--- src/rtl/stepper_ctrl_multi.sv ---
// Multi-channel stepper pulse generator: per-channel step counter, direction latch and done strobe.
// Optional per-channel abort input is enabled by defining STEPPER_CTRL_ABORT_EN.
module stepper_ctrl_multi #(
  parameter int NUM_CH  = 2,
  parameter int COUNT_W = 16
) (
  input  logic                      clk,
  input  logic                      reset_n,
  input  logic                      clk_en,
  input  logic [NUM_CH-1:0]         trigger,
  input  logic [NUM_CH*COUNT_W-1:0] num_steps,
  input  logic [NUM_CH-1:0]         dir_in,
`ifdef STEPPER_CTRL_ABORT_EN
  input  logic [NUM_CH-1:0]         abort,
`endif
  output logic [NUM_CH-1:0]         step_out,
  output logic [NUM_CH-1:0]         dir_out,
  output logic [NUM_CH-1:0]         working,
  output logic [NUM_CH-1:0]         done,
  output logic                      all_idle
);

  typedef enum logic [1:0] {
    STANDBY    = 2'b00,
    PULSE_HIGH = 2'b01,
    PULSE_LOW  = 2'b10
  } state_t;

  logic [NUM_CH-1:0] abort_req;

`ifdef STEPPER_CTRL_ABORT_EN
  assign abort_req = abort;
`else
  assign abort_req = '0;
`endif

  for (genvar i = 0; i < NUM_CH; i++) begin : g_ch
    state_t             state_q, state_d;
    logic [COUNT_W-1:0] remaining_q, remaining_d;
    logic [COUNT_W-1:0] request;
    logic               step_q, dir_q, working_q, done_q;
    logic               dir_d, done_d;

    assign request = num_steps[i*COUNT_W +: COUNT_W];

    always_comb begin
      // NOTE: every signal gets a default before the case so no path can infer a latch.
      state_d     = state_q;
      remaining_d = remaining_q;
      dir_d       = dir_q;
      done_d      = 1'b0;

      case (state_q)
        STANDBY: begin
          if (clk_en && trigger[i]) begin
            dir_d = dir_in[i];
            if (request != '0) begin
              remaining_d = request;
              state_d     = PULSE_HIGH;
            end else begin
              done_d = 1'b1;
            end
          end
        end
        PULSE_HIGH: begin
          if (clk_en) begin
            if (abort_req[i]) begin
              remaining_d = '0;
              state_d     = STANDBY;
              done_d      = 1'b1;
            end else begin
              state_d = PULSE_LOW;
            end
          end
        end
        PULSE_LOW: begin
          if (clk_en) begin
            if (abort_req[i]) begin
              remaining_d = '0;
              state_d     = STANDBY;
              done_d      = 1'b1;
            end else if (remaining_q <= COUNT_W'(1)) begin
              // A zero count here can only come from corruption; finish rather than wrap.
              remaining_d = '0;
              state_d     = STANDBY;
              done_d      = 1'b1;
            end else begin
              remaining_d = remaining_q - COUNT_W'(1);
              state_d     = PULSE_HIGH;
            end
          end
        end
        default: begin
          remaining_d = '0;
          state_d     = STANDBY;
        end
      endcase
    end

    // Outputs are loaded from next-state values so they change on the transition edge.
    always_ff @(posedge clk or negedge reset_n) begin
      if (!reset_n) begin
        state_q     <= STANDBY;
        remaining_q <= '0;
        step_q      <= 1'b0;
        dir_q       <= 1'b0;
        working_q   <= 1'b0;
        done_q      <= 1'b0;
      end else begin
        // NOTE: non-blocking assignments so all flops update from pre-edge values.
        state_q     <= state_d;
        remaining_q <= remaining_d;
        step_q      <= (state_d == PULSE_HIGH);
        dir_q       <= dir_d;
        working_q   <= (state_d == PULSE_HIGH) || (state_d == PULSE_LOW);
        done_q      <= done_d;
      end
    end

    assign step_out[i] = step_q;
    assign dir_out[i]  = dir_q;
    assign working[i]  = working_q;
    assign done[i]     = done_q;
  end

  assign all_idle = ~|working;

endmodule

--- config.mk ---
export PLATFORM = sky130hd
export DESIGN_NAME = stepper_ctrl_multi
export DESIGN_NICKNAME = d
export VERILOG_FILES = /design/src/rtl/stepper_ctrl_multi.sv
export SDC_FILE = /design/constraint.sdc
export NUM_CORES = 1
export LEC_CHECK = 0
export CAP_MARGIN = 20
export CELL_PAD_IN_SITES_DETAIL_PLACEMENT = 0
export CELL_PAD_IN_SITES_GLOBAL_PLACEMENT = 1
export CORE_ASPECT_RATIO = 1.4
export CORE_MARGIN = 2
export CORE_UTILIZATION = 40
export DETAILED_ROUTE_END_ITERATION = 10
export MAX_ROUTING_LAYER = met4
export PLACE_DENSITY = 0.78
export SETUP_SLACK_MARGIN = 0.3
export SYNTH_ARGS = -nofsm -noshare
export SYNTH_HDL_FRONTEND = slang
export SYNTH_SLANG_ARGS = --single-unit
--- constraint.sdc ---
create_clock -name clk -period 2.58 [get_ports clk]
set_input_delay 0.516 -clock clk [delete_from_list [all_inputs] [get_ports clk]]
set_output_delay 0.516 -clock clk [all_outputs]
set_load 0.01 [all_outputs]
==> results.cfg <==
[hold_path]
min_path_type = primary input to async pin

[timing]
whs_ps = 174
rsz0062_at_grt = true
drv_slew = 0
fin_ws_ps = 345
period_minus_slack_ps = 2240
worst_pin_slew_ps = 560
hold_viol_final = 0
finClkSkew_ps = 5.43
fin_crit_sh_pct = 86.6
finalSetupTns_ps = 0
relSlewSlack_pct = 62.5
finalSetupViolations = 0
fmax_mhz = 447

[floorplanning]
die_y_um = 103
dieArea_sq_um = 7640
rows = 35
io_pins = 48
core_sq_um = 6660
die_x_um = 74.4
initial_utilization_pct = 41.7

[setup_path]
rr_worst_depth = 6
required_ps = 2760
r2r_slack_ps = 340
slowest_stage = or4_4
r2r-start = g_ch[1].remaining_q[10]
start_kind = register
worst_ep_arrival_time_ps = 2410
crit_buf_inv = 1
critPathMaxStageDelay_ps = 550
crit_fanout = 7
cp_common_cell = or4_4
path_delay_family = simple AND/OR/NAND/NOR gates
worstPathCellList = or4_4, buf_4, or4_4, nor2_2, o21ai_1, a221o_1
path_class = register to register
reg2reg_to = g_ch[1].remaining_q[15]
endpoint_kind = register

[global_routing]
grt_pass1_vias = 2705
grt_overflow = 0
grt_start_max_net_pins = 33
grt_pass1_wl_mm = 12.9
track_usage_pct = 22.3
antenna_found_initial = 0

[placed_design]
gp_congestion = 0.879
place.detailed.hpwl_mm = 5.79
post-place-ws_ps = 68.6
io_buffer_count = 47

[clocking]
clkSlewWorstSetupHoldPaths_ps = 80
postCtsHoldBufs = 0
cts_tree = yes
cts.sinks = 44
cts_buffers = 5
clk_latency_ps = 290
cts-root-buf = clkbuf_8
htree_levels = 2
clockBufferDepth = 2

[yosys]
ys_top_cells_by_area = dfrtp_1 40%, a21oi_1 4.5%, inv_1 3.5%, a32oi_1 3.5%, o2bb2ai_1 3.5%
synth_nets = 363
syn_inst = 318
ys_seq_elements = 44
yosysSeqAreaShare_pct = 39.6
synth_top_cell_area_share_pct = 39.6
syn_area_sq_um = 2780
ys_types = 50
syn-mean-instance-area_sq_um = 8.73
yosys_warnings = 0
ys_async_sr_fraction_pct = 100
ys.flop_type = dfrtp_1
synth_edf_count = 0
synth_top_cell_by_area = dfrtp_1

[drt]
drt_wl_total_mm = 7.67
dr.pass1.iters = 4
antenna_left = 0
drc_errors = 0
drt_iter0_drc = 175
num_vias = 2731
avgViaCountPerCell = 5.94
wl_per_cell_um = 16.7

[run]
drv_cap = 0

[outcome]
outcome = completed

[cells_and_area]
diodes = 0
final_nets = 412
drive_gt1_share_pct = 11.7
area_growth_pct = 27.3

[pwr]
ir_worst_vdd_v = 0.000423
power_density_nw_per_um2 = 1110
power.leakage_nw = 1.41
## what timing repair did
action / CTS / global route
hold endpoints to repair: 0 / 0
setup buffers: 2 / 1
endpoints found under the setup margin: 2 / 11
pin swaps: 3 / 2
resized for setup: 2 / 3
## cells in the mapped netlist, types with 11 or more instances
library cell and number:
nor4_1 14, o21ai_0 15, inv_1 26, o2bb2ai_1 11
nor3_1 17, dfrtp_1 44, a22oi_1 11, nand2_1 17
clkbuf_1 12, a32oi_1 11, a21oi_1 25, nor2_1 22
o22ai_1 14
## registers in the layout, indices dropped and copies added, names as in the netlist
register and count:
g_ch.step_q 2, g_ch.dir_q 2, g_ch.state_q 4, g_ch.working_q 2
g_ch.remaining_q 32, g_ch.done_q 2
## report_power, final
group / internal, W / switching [W]
Clock: 0.000287 / 0.000226
Combinational: 0.000931 / 0.00114
Sequential: 0.000985 / 0.000352
## metrics by stage
step	utilization (%)	instance area (sq um)	power [W]	std cells
2_1_floorplan	-	2780	0.00265	318
3_3_place_gp	50.7	3370	0.00330	449
5_1_grt	53.1	3530	0.00426	460
3_5_place_dp	50.7	3370	0.00331	449
4_1_cts	52.8	3510	0.00390	459
6_report	53.1	3530	0.00392	460
## worst max-delay path by stage
stage | startpoint | to | depth (start not counted)
6_report | g_ch[1].remaining_q[10] | g_ch[1].remaining_q[15] | 6
5_1_grt | g_ch[1].remaining_q[10] | g_ch[1].remaining_q[15] | 6
2_1_floorplan | g_ch[1].remaining_q[10] | g_ch[1].working_q | 8
3_5_place_dp | num_steps[26] | g_ch[1].working_q | 8
4_1_cts | g_ch[1].remaining_q[8] | g_ch[1].working_q | 7
3_3_place_gp | num_steps[16] | g_ch[1].working_q | 8
## placed cells by master, fill, tap and decap left out, types with 11 or more instances in the layout
master	count
o21ai_0	15
inv_1	26
a21oi_1	25
dfrtp_1	43
nor4_1	14
buf_4	16
o22ai_1	14
clkdlybuf4s50_1	46
a32oi_1	11
a22oi_1	11
nand2_1	17
nor3_1	17
nor2_1	20
o2bb2ai_1	11
## routing by layer
layer / vias up / global-route usage, % / share of wire, %
met5: - / - / 0
met4: 0 / 8.10 / 2.3
met3: 15 / 2.64 / 4.4
met2: 83 / 39.7 / 53
met1: 1328 / 25.4 / 40
li1: 1305 / - / -
## cell families (layout without fill, tap and decap cells)
| kind of cell | after synthesis | after routing | synth area share, % |
|---|---|---|---|
| AOI/OAI and AO/OA | 112 | 112 | 27.7 |
| adders and majority gates | 6 | 6 | 2.70 |
| buffers and inverters | 50 | 100 | 8.20 |
| DFF | 44 | 44 | 39.6 |
| muxes | 2 | 2 | 0.811 |
| and+or+nand+nor | 104 | 104 | 20.9 |
## worst reg2reg max path, stage by stage (launching register included)
cell and delay, ps:
dfrtp_1 420, or4_4 550, buf_4 180, or4_4 440
nor2_2 120, o21ai_1 70, a221o_1 350
## area by class of cell
class / count / area (sq um)
fill: 658 / 3120
multi-input combinational: 224 / 1470
sequential: 44 / 1100
timing repair buffer: 66 / 646
tap: 92 / 115
inverter: 26 / 97.6
clock buffer: 6 / 72.6
clock inverter: 2 / 35.0
Note: power is estimated with default switching activity, not from simulation.
